**config.mk**
```make
export PLATFORM = sky130hd
export DESIGN_NAME = ssd_source_select
export DESIGN_NICKNAME = d
export VERILOG_FILES = /design/src/rtl/ssd_source_select_pkg.sv /design/src/rtl/ssd_source_select_button_debouncer.sv /design/src/rtl/ssd_source_select.sv
export SDC_FILE = /design/constraint.sdc
export NUM_CORES = 1
export LEC_CHECK = 0
export ABC_CLOCK_PERIOD_IN_PS = 4000
export BUFFER_PORTS_ARGS = -buffer_cell sky130_fd_sc_hd__buf_2
export CAP_MARGIN = 20
export CORE_MARGIN = 3
export CORE_UTILIZATION = 35
export CTS_CLUSTER_DIAMETER = 200
export DETAILED_ROUTE_END_ITERATION = 6
export GPL_TIMING_DRIVEN = 0
export HOLD_SLACK_MARGIN = 0.03
export SLEW_MARGIN = 10
export SYNTH_ARGS = -nofsm -noshare
export SYNTH_HDL_FRONTEND = slang
export SYNTH_SLANG_ARGS = --single-unit
export TNS_END_PERCENT = 30
```
**constraint.sdc**
```tcl
create_clock -name clk -period 4 [get_ports clk]
set_clock_uncertainty 0.05 [all_clocks]
set_input_delay 0.6 -clock clk [delete_from_list [all_inputs] [get_ports clk]]
set_output_delay 0.6 -clock clk [all_outputs]
set_load 0.05 [all_outputs]
```
**src/rtl/ssd_source_select_pkg.sv**
```systemverilog
// Shared definitions for the seven-segment source selector.
//   src_mode_e : encoding of the two mode slide switches
//   DISP_W     : width of the display driver's binary input
//   DISP_MAX   : largest value the driver can show
//   saturate() : clamps a 32-bit source to the display range and flags overflow
package ssd_source_select_pkg;

    localparam int unsigned DISP_W   = 13;
    localparam int unsigned DISP_MAX = 8191;

    typedef enum logic [1:0] {
        SRC_REG   = 2'd0,
        SRC_PC    = 2'd1,
        SRC_INSTR = 2'd2,
        SRC_IDX   = 2'd3
    } src_mode_e;

    typedef struct packed {
        logic              over;
        logic [DISP_W-1:0] num;
    } disp_t;

    function automatic disp_t saturate(input logic [31:0] v);
        disp_t d;
        if (v > 32'(DISP_MAX)) begin
            d.over = 1'b1;
            d.num  = DISP_W'(DISP_MAX);
        end else begin
            d.over = 1'b0;
            d.num  = v[DISP_W-1:0];
        end
        return d;
    endfunction

endpackage

```
**src/rtl/ssd_source_select_button_debouncer.sv**
```systemverilog
// Push-button conditioner: 2-FF synchronizer, level debouncer and press detector.
//   clk, rst   : system clock, asynchronous active-high reset
//   btn_raw    : raw button, asynchronous to clk
//   btn_level  : debounced (accepted) button level
//   btn_press  : one-cycle pulse, one cycle after the accepted level rises
module button_debouncer #(
    parameter int unsigned DEBOUNCE_CYCLES = 1_000_000
) (
    input  logic clk,
    input  logic rst,
    input  logic btn_raw,
    output logic btn_level,
    output logic btn_press
);

    localparam int unsigned     CntW    = (DEBOUNCE_CYCLES > 1) ? $clog2(DEBOUNCE_CYCLES) : 1;
    localparam logic [CntW-1:0] CntLast = CntW'(DEBOUNCE_CYCLES - 1);

    logic            sync1_q, sync2_q;
    logic [CntW-1:0] cnt_q, cnt_d;
    logic            level_q, level_d;
    logic            level_dly_q;
    logic            press_q, press_d;

    always_comb begin
        cnt_d   = '0;
        level_d = level_q;
        // Any return to the accepted level clears the count, so bounces restart it.
        if (sync2_q != level_q) begin
            if (cnt_q == CntLast) begin
                level_d = sync2_q;
            end else begin
                cnt_d = cnt_q + 1'b1;
            end
        end
        press_d = level_q & ~level_dly_q;
    end

    always_ff @(posedge clk or posedge rst) begin
        if (rst) begin
            sync1_q     <= 1'b0;
            sync2_q     <= 1'b0;
            cnt_q       <= '0;
            level_q     <= 1'b0;
            level_dly_q <= 1'b0;
            press_q     <= 1'b0;
        end else begin
            sync1_q     <= btn_raw;
            sync2_q     <= sync1_q;
            cnt_q       <= cnt_d;
            level_q     <= level_d;
            level_dly_q <= level_q;
            press_q     <= press_d;
        end
    end

    assign btn_level = level_q;
    assign btn_press = press_q;

endmodule

```
**src/rtl/ssd_source_select.sv**
```systemverilog
// Chooses which core value is shown on the seven-segment display.
//   btn_next/btn_prev : raw buttons stepping the register index up/down (wrapping)
//   mode_sw           : raw switches selecting register / PC / instr[12:0] / index
//   pc, instr         : core state, synchronous to clk
//   reg_rd_data       : combinational register-file read data for reg_rd_addr
//   reg_rd_addr       : register-file debug address (== reg_idx)
//   reg_idx           : selected register index
//   num, over         : registered, saturated 13-bit display value and overflow flag
module ssd_source_select
    import ssd_source_select_pkg::*;
#(
    parameter int unsigned DEBOUNCE_CYCLES = 1_000_000
) (
    input  logic              clk,
    input  logic              rst,
    input  logic              btn_next,
    input  logic              btn_prev,
    input  logic [1:0]        mode_sw,
    input  logic [31:0]       pc,
    input  logic [31:0]       instr,
    input  logic [31:0]       reg_rd_data,
    output logic [4:0]        reg_rd_addr,
    output logic [4:0]        reg_idx,
    output logic [DISP_W-1:0] num,
    output logic              over
);

    logic next_press, prev_press;
    logic next_level, prev_level;

    button_debouncer #(
        .DEBOUNCE_CYCLES(DEBOUNCE_CYCLES)
    ) u_next (
        .clk      (clk),
        .rst      (rst),
        .btn_raw  (btn_next),
        .btn_level(next_level),
        .btn_press(next_press)
    );

    button_debouncer #(
        .DEBOUNCE_CYCLES(DEBOUNCE_CYCLES)
    ) u_prev (
        .clk      (clk),
        .rst      (rst),
        .btn_raw  (btn_prev),
        .btn_level(prev_level),
        .btn_press(prev_press)
    );

    logic [1:0]        mode_sync_q, mode_q;
    logic [4:0]        reg_idx_q, reg_idx_d;
    logic [31:0]       src;
    disp_t             disp_d;
    logic [DISP_W-1:0] num_q;
    logic              over_q;

    always_comb begin
        reg_idx_d = reg_idx_q;
        // Simultaneous presses cancel; 5-bit arithmetic gives the wrap-around.
        unique case ({next_press, prev_press})
            2'b10:   reg_idx_d = reg_idx_q + 5'd1;
            2'b01:   reg_idx_d = reg_idx_q - 5'd1;
            default: reg_idx_d = reg_idx_q;
        endcase
    end

    always_comb begin
        src = '0;
        case (mode_q)
            SRC_REG:   src = reg_rd_data;
            SRC_PC:    src = pc;
            SRC_INSTR: src = {{(32 - DISP_W){1'b0}}, instr[DISP_W-1:0]};
            SRC_IDX:   src = {27'd0, reg_idx_q};
            default:   src = '0;
        endcase
        disp_d = saturate(src);
    end

    always_ff @(posedge clk or posedge rst) begin
        if (rst) begin
            mode_sync_q <= 2'd0;
            mode_q      <= 2'd0;
            reg_idx_q   <= 5'd0;
            num_q       <= '0;
            over_q      <= 1'b0;
        end else begin
            mode_sync_q <= mode_sw;
            mode_q      <= mode_sync_q;
            reg_idx_q   <= reg_idx_d;
            num_q       <= disp_d.num;
            over_q      <= disp_d.over;
        end
    end

    assign reg_idx     = reg_idx_q;
    assign reg_rd_addr = reg_idx_q;
    assign num         = num_q;
    assign over        = over_q;

    // Upper instruction bits and the debounced levels are intentionally not used here.
    logic unused_bits;
    assign unused_bits = ^{instr[31:DISP_W], next_level, prev_level};

endmodule

```
---- After elaboration in Yosys (flattened, before gate mapping) ----
Index checks and enable logic that the tools add are counted.
storage, ports and cells
  bits in registers ....................... 73
  bits of input ports ..................... 102
cells by class
  $add $sub $neg .......................... 4
  magnitude comparators ................... 1
  eq/ne operators ......................... 9
  muxes and demuxes ....................... 7
  bitwise gates (word level) .............. 4
  reductions and logical operators ........ 4
operators by type and width
  kind                                                                               number
  32-bit one-hot mux with 4 select lines                                             1
  20-bit two-way mux                                                                 4
  20-bit by 1-bit adder with 20-bit output, second input constant                    2
  20-bit equality test, second input constant                                        2
  32-bit by 13-bit greater-than comparator with 1-bit output, second input constant  1
  14-bit two-way mux                                                                 1
  5-bit one-hot mux with 2 select lines                                              1
  2-bit equality test, second input constant                                         3
  5-bit by 1-bit adder with 5-bit output, second input constant                      1
  5-bit by 1-bit subtractor with 5-bit output, second input constant                 1
  2-bit by 1-bit equality test with 1-bit output, second input constant              2
  2-bit AND reduction                                                                2
  1-bit AND                                                                          2
  2-bit zero test                                                                    1
  1-bit != test                                                                      2
  1-bit NOT                                                                          2
  2-bit nonzero test                                                                 1

---- Logic depth before layout (Yosys ltp) ----
Gate-level depths: netlist of run 1.
  depth in word-level cells ............... 4
  gate-level depth with buffers ........... 9

---- Hierarchy ----
A second synthesis of run 1 with hierarchy kept.
second synthesis, totals
  cell total of the unflattened synthesis .. 348
  area total of the unflattened synthesis .. 3634.7 sq um
by module, submodules not included
  module             times used  cells an instance  area an instance (sq um)  sequential area each (sq um)
  button_debouncer   2           114                1168.6                    625.6
  ssd_source_select  1           120                1297.5                    575.6

---- Least setup slack after synthesis of run 1 ----
Ideal clock, no wire load.
  kind .................................... flip-flop to flip-flop
  start point ............................. reg reg_idx_q[0] (netlist: reg_idx[0])
  end point ............................... reg reg_idx_q[4] (netlist: reg_idx[4])
  arrival time ............................ 2.113 ns
  required time ........................... 3.808 ns
  path slack .............................. 1.695 ns
  cell stages (with the launch flop) ...... 8
  buffers on the path ..................... 0
  path through ............................ dfrtp_1 inv_1 fa_1 nor2b_1 o21ai_0 nand3_1 or3b_2 xnor2_1
on the way
  cells in the longest elaborated chain, start to end .. 2
  elaborated cells on any way between the ends .. 3
  classes of those cells .................. add/sub: 2; mux: 1
ends and longest elaborated chain
  what                                                                                                          line                                              source
  start, declared                                                                                               ssd_source_select.sv:52                           logic [4:0] reg_idx_q, reg_idx_d;
  start signal, assigned                                                                                        ssd_source_select.sv:90                           reg_idx_q <= reg_idx_d;
  5-bit by 1-bit subtractor with 5-bit output / 5-bit by 1-bit adder with 5-bit output (equally long branches)  ssd_source_select.sv:63, ssd_source_select.sv:62
  5-bit one-hot mux with 2 select lines (*)                                                                     ssd_source_select.sv:61                           unique case ({next_press, prev_press})
Mark *: on every way between the ends. The rest lies on a longest branch, timed or not.
A chain may end at the register's enable or synchronous reset.

---- Final worst setup path of run 1 ----
  start point ............................. reg u_next.press_q (netlist: u_next.btn_press)
  end point ............................... reg reg_idx_q[4] (netlist: reg_idx[4])
on the way
  cells in the longest elaborated chain, start to end .. 2
  elaborated cells on any way between the ends .. 4
  classes of those cells .................. eq/ne: 2; mux: 1; reduce/logical: 1
ends and longest elaborated chain
  what                                                                                          line                                      source
  start, declared                                                                               ssd_source_select_button_debouncer.sv:23  logic press_q, press_d;
  start signal, assigned                                                                        ssd_source_select_button_debouncer.sv:53  press_q <= press_d;
  2-bit by 1-bit equality test with 1-bit output / 2-bit equality test (equally long branches)  ssd_source_select.sv:61
  5-bit one-hot mux with 2 select lines / 2-bit nonzero test (equally long branches)            -
Several ways; a longest one is shown, not always the timed one.

==> out/qor.yml, run 1 <==
cts_inserted_buffers: 9
fin_hold_ws_ps: 88.88
ys.flop_type: "dfrtp_1"
final-setup-viol-count: 0
cell_internal_pwr_w: 0.001067
dieWidth_um: 105.9
dpl_worst_slack_ps: 1641
post-route-period-util: 0.5487
grt_usage: 0.1468
netlist.area_leader.share: 0.5235
root_buffer: "clkbuf_8"
synthesis.nets: 437
final_nets: 555
gr-usage-met3: 0.04654
post_cts_resized: 0
grt_pass1_vias: 2792
place_hpwl_mm: 5.821
combPwrFrac: 0.114
synth.largest_area_cell: "dfrtp_1"
cts_setup_buffers: 0
wl_mm: 7.824
finalMaxSlewViolations: 0
synth_commonest_cells: "73 x dfrtp_1, 51 x nor2_1, 26 x xor2_1"
clk_pin_slew_ps: 80
synth.area.top_cells: "dfrtp_1 52%, xor2_1 6.5%, nor2_1 5.5%"
post_drt_wl_per_cell_um: 13.49
synth_xor_area_frac: 0.1054
cp-start-kind: "register"
yosys_warnings: 0
drive_gt1_frac: 0.3171
worst_slew_pin_slew_ps: 751.7
clkSinkCount: 73
die_y_um: 105.9
finalWorstPathRequiredPeriod_ps: 2195
synthCells: 328
ant_nets: 0
n_antenna_cell: 0
setup_tns_ps: 0
use_met1: 0.1956
coreArea_um2: 9459
worstHoldPathType: "input port to async pin"
clock_path_buffers: 2
avgViaCountPerCell: 4.729
grt_pass1_wl_mm: 13.35
path_cells: "inv_1, ha_1, inv_1, fa_1, nor2b_1, o21ai_0, nand3_1, or3b_2, xnor2_1"
crit_slowest_cell: "or3b_2"
critPathLaunch: "u_next.btn_press$_DFF_PP0_"
htree_levels: 3
fp-row-count: 35
switchingPower_w: 0.0003886
synth.most_common_cell: "dfrtp_1"
drt_pass1_iterations: 4
cts_tree: "yes"
place.gp.congestion: 0.7623
grt_use_met2: 0.2359
critPathRequiredTime_ps: 4180
grt_overflow: 0
layout_setup_ws_ps: 1805
drt-initial-drc-count: 107
grt_max_degree: 65
drc_errors: 0
cpPeakStageDelay_ps: 450
synthAdderAreaFrac: 0.02725
start_util: 0.3689
syn_area_um2: 3490
relSlewSlack: 0.4942
fin_area_um2: 4392
top_usage_layer: "met2"
synthArstFlopShare: 1.000
cp-end-kind: "register"
synth-compound-area-share: 0.03442
crit_top_cell: "inv_1"
drv_cap: 0
ys_seq_area_frac: 0.5235
cts_hold_buf: 0
synth-edff-count: 0
outcome: "complete, no violations"
placed_area_um2: 4212
synthMuxAreaShare: 0.04159
p_leak_nw: 2.044
dieArea_um2: 11200
pwr-share-clk: 0.356
port_buffers: 106
cp.arrival_ps: 2380
rsz0062_at_grt: "no"
seq_power_share: 0.530
io_pins: 126
fmax_ghz: 0.4557
synth-seq-cells: 73
peakVddDrop_uv: 197.3
vias: 2743
final_util: 0.4643
hold_violations: 0
crit_type: "register to register"
path_max_fanout: 4
synthSimpleGateAreaFrac: 0.2338
power-per-cell-area_nw_per_um2: 331.4
rr_startpoint: "u_next.btn_press$_DFF_PP0_"
synth_top_family_by_area: "simple AND/OR/NAND/NOR gates"
syn_avg_cell_area_um2: 10.64
worstSkewPairLatency_ps: 350
swShare: 0.2670
area_growth_pct: 25.85
ys_types: 35
antenna_found_initial: 0
## state kept, by name (all words and copies together), names as in the netlist, 2 cells and up
register / flops
u_next.cnt_q: 20
u_prev.cnt_q: 20
num: 13
reg_idx: 5
mode_q: 2
mode_sync_q: 2
## cell families after synthesis
family / count (synthesis)
mux: 8
buf+inv: 24
compound gates: 15
fa+ha+maj: 7
xor+xnor: 42
simple gates: 159
flops: 73
## path summary, 6_finish.rpt
path	slack (ps)	cells after the start	endpoint
worst max register to register	1810	9	reg_idx[4]$_DFFE_PP0P_
worst min register to register	300	0	u_prev.sync2_q$_DFF_PP0_
min in group clk	300	0	u_prev.sync2_q$_DFF_PP0_
max in group asynchronous	3270	3	u_prev.cnt_q[16]$_DFF_PP0_
worst min-delay path	90	2	u_next.sync1_q$_DFF_PP0_
worst max-delay path	1810	9	reg_idx[4]$_DFFE_PP0P_
## through the flow
step | std cells | total power (W)
after floorplan | 328 | 0.0008810
after global placement | 563 | 0.0009493
after detailed placement | 564 | 0.0009542
after CTS | 580 | 0.001486
after global routing | 580 | 0.001530
final | 580 | 0.001456
## layer usage
metal,part of all wire,up-vias
met1,0.46,1316
met5,0,-
met4,0.010,0
li1,-,1365
met2,0.49,53
met3,0.041,9
## cell type report
cell class              instances  area (um^2)
well taps                     129        161.4
fillers                       917         5067
multi-input cells             231         1544
clock inverters                 5        38.79
repair buffers                107        558.0
flip-flops and latches         73         1827
clock buffers                  11        141.4
inverters                       9        36.28
plain buffers                  15        85.08
## worst max-delay path, delay by kind of cell, from the launching register on
family | cells | cell delay (ps)
xor+xnor | 1 | 130
flops | 1 | 360
buf+inv | 2 | 150
simple gates | 3 | 660
compound gates | 1 | 110
fa+ha+maj | 2 | 620
## cell usage in the layout, fill, tap and decap left out, drive strengths merged
cell type / netlist / routed
a21o: 1 / 1
a21oi: 2 / 2
a22o: 1 / 1
and3: 7 / 7
and4: 4 / 4
buf: 8 / 115
clkbuf: 7 / 18
clkinvlp: 0 / 4
dfrtp: 73 / 73
fa: 1 / 1
ha: 6 / 6
inv: 9 / 10
mux2: 2 / 2
mux2i: 1 / 1
mux4: 5 / 5
nand2: 16 / 16
nand2b: 1 / 1
nand3: 18 / 18
nand4: 9 / 9
nand4b: 2 / 2
nor2: 51 / 51
nor2b: 11 / 11
nor3: 15 / 15
nor4: 14 / 14
nor4b: 2 / 2
o21ai: 3 / 3
o32ai: 8 / 8
or2: 7 / 7
or3b: 1 / 1
or4: 1 / 1
xnor2: 16 / 16
xor2: 26 / 26
## power groups by stage
| stage | Sequential [W] | Combinational, W | Clock, W |
|---|---|---|---|
| finish | 0.000771 | 0.000166 | 0.000518 |
| global route | 0.000773 | 0.000181 | 0.000576 |
| CTS | 0.000771 | 0.000169 | 0.000545 |
| detailed placement | 0.000786 | 0.000169 | 0 |
| global placement | 0.000786 | 0.000164 | 0 |
| floorplan | 0.000828 | 0.0000533 | 0 |
(Power assumes the default switching activity.)
==> run 2: changes to the inputs <==
--- a/config.mk
+++ b/config.mk
@@ -5,7 +5,7 @@
 export SDC_FILE = /design/constraint.sdc
 export NUM_CORES = 1
 export LEC_CHECK = 0
-export ABC_CLOCK_PERIOD_IN_PS = 4000
+export ABC_CLOCK_PERIOD_IN_PS = 1950
 export BUFFER_PORTS_ARGS = -buffer_cell sky130_fd_sc_hd__buf_2
 export CAP_MARGIN = 20
 export CORE_MARGIN = 3
==> constraint.sdc (replaced) <==
create_clock -name clk -period 1.95 [get_ports clk]
set_clock_uncertainty 0.05 [all_clocks]
set_input_delay 0.2925 -clock clk [delete_from_list [all_inputs] [get_ports clk]]
set_output_delay 0.2925 -clock clk [all_outputs]
set_load 0.05 [all_outputs]
==> out/qor.yml, run 2 (synthesized netlist as in run 1, its figures left out) <==
grt_max_degree: 34
clkSinkCount: 73
cts_inserted_buffers: 9
critPathLaunch: "u_next.btn_press$_DFF_PP0_"
grt_overflow: 0
antenna_found_initial: 0
start_util: 0.3689
final_cell_mix: "107 x buf_2, 72 x dfrtp_1, 51 x nor2_1"
layout_setup_ws_ps: -9.450
avgViaCountPerCell: 4.750
post-route-period-util: 1.005
p_leak_nw: 2.174
layout_commonest_cell: "buf_2"
cp-end-kind: "register"
dpl_worst_slack_ps: -257.4
cts_tree: "yes"
wl_mm: 8.041
drt-initial-drc-count: 58
n_antenna_cell: 0
cp-start-kind: "register"
worstHoldPathType: "input port to async pin"
ant_nets: 0
fmax_ghz: 0.5103
relSlewSlack: 0.4838
area_growth_pct: 32.27
io_pins: 126
grt_usage: 0.1469
dieWidth_um: 105.9
peakVddDrop_uv: 413.2
fp-row-count: 35
worst_slew_pin_slew_ps: 772.7
cp.arrival_ps: 2120
grt_pass1_vias: 2965
final_nets: 562
dp_cells: 565
clk_pin_slew_ps: 80
drv_cap: 0
path_max_fanout: 3
port_buffers: 106
vias: 2788
worstSkewPairLatency_ps: 340
root_buffer: "clkbuf_8"
rsz0062_at_grt: "yes"
power-per-cell-area_nw_per_um2: 708.9
instances_no_fill: 587
outcome: "finished, violations left"
die_y_um: 105.9
rr_startpoint: "u_next.btn_press$_DFF_PP0_"
final_util: 0.4880
finalMaxSlewViolations: 0
critPathRequiredTime_ps: 2110
place.gp.congestion: 0.8511
final-setup-viol-count: 1
grt_pass1_wl_mm: 13.38
htree_levels: 3
dieArea_um2: 11200
finalWorstPathRequiredPeriod_ps: 1959
drc_errors: 0
hold_violations: 0
coreArea_um2: 9459
drt_pass1_iterations: 4
clock_path_buffers: 2
crit_type: "register to register"
place_hpwl_mm: 6.106
violations: "negative setup slack"
post_drt_wl_per_cell_um: 13.70
drive_gt1_frac: 0.3515
run 2: cell types whose count changed in the layout (fill, tap and decap cells not counted), sizes merged:
cell | previous run | this run
clkinv | 0 | 1
inv | 10 | 8
clkbuf | 18 | 19
bufinv | 0 | 2
buf | 115 | 118
clkinvlp | 4 | 2
dlygate4sd3 | 0 | 4
run 2: where the power goes:
| group | internal (W) | switching (W) | leakage [nW] |
|---|---|---|---|
| registers | 0.00156 | 0.0000254 | 0.957 |
| logic | 0.000145 | 0.000212 | 1.10 |
| clock network | 0.000793 | 0.000539 | 0.113 |
run 2: path summary, 6_finish.rpt:
check                                              to  slack (ps)  depth (start not counted)
setup / recovery               reg_idx[4]$_DFFE_PP0P_          -9                          9
hold / removal             u_next.cnt_q[10]$_DFF_PP0_          30                          2
setup reg to reg               reg_idx[4]$_DFFE_PP0P_          -9                          9
hold reg to reg                   mode_q[0]$_DFF_PP0_         290                          0
max in group asynchronous      reg_idx[0]$_DFFE_PP0P_        1100                          4
min in group clk                     num[6]$_DFF_PP0_         170                          3
run 2: final cells by class:
| type | count | area, um^2 |
|---|---|---|
| fill | 916 | 4843 |
| clock buffer | 12 | 155.1 |
| timing repair buffer | 114 | 640.6 |
| buffer | 15 | 91.34 |
| clock inverter | 4 | 76.32 |
| sequential | 73 | 1828 |
| inverter | 9 | 37.54 |
| multi-input combinational | 231 | 1625 |
| tap | 129 | 161.4 |
run 2: metrics by stage:
| stage | hold WS [ps] | area (um^2) | setup TNS (ps) | total power (W) |
|---|---|---|---|---|
| after floorplan | 273.9 | 3495 | -317.6 | 0.001808 |
| final | 31.97 | 4616 | -9.450 | 0.003272 |
| after global placement | 283.3 | 4187 | -1562 | 0.001948 |
| after detailed placement | 285.8 | 4242 | -1596 | 0.001966 |
| after global routing | 83.17 | 4616 | -102.3 | 0.003429 |
| after CTS | 33.89 | 4563 | -17.02 | 0.003331 |
run 2: metal layers:
metal	global-route usage	vias up	routed length, um
met5	0	-	0
met4	0.03330	0	68
met3	0.03674	9	278
met2	0.2536	43	4113
met1	0.1857	1353	3581
li1	-	1383	-
run 2: repair_timing:
item                                    CTS  global route
hold buffers                              4             0
pin swaps                                 2             0
hold endpoints to repair                  4             0
endpoints found under the setup margin   31            34
resized for setup                        12            10
buffers inserted                          2             0
gates cloned                              0             0
run 2: worst max-delay path: stages (launching register included):
cell	delay, ps
dfrtp_1	380
inv_2	70
ha_4	140
inv_2	50
fa_2	380
nor2b_1	120
o21ai_1	80
nand3_1	80
or3b_4	370
xnor2_1	120
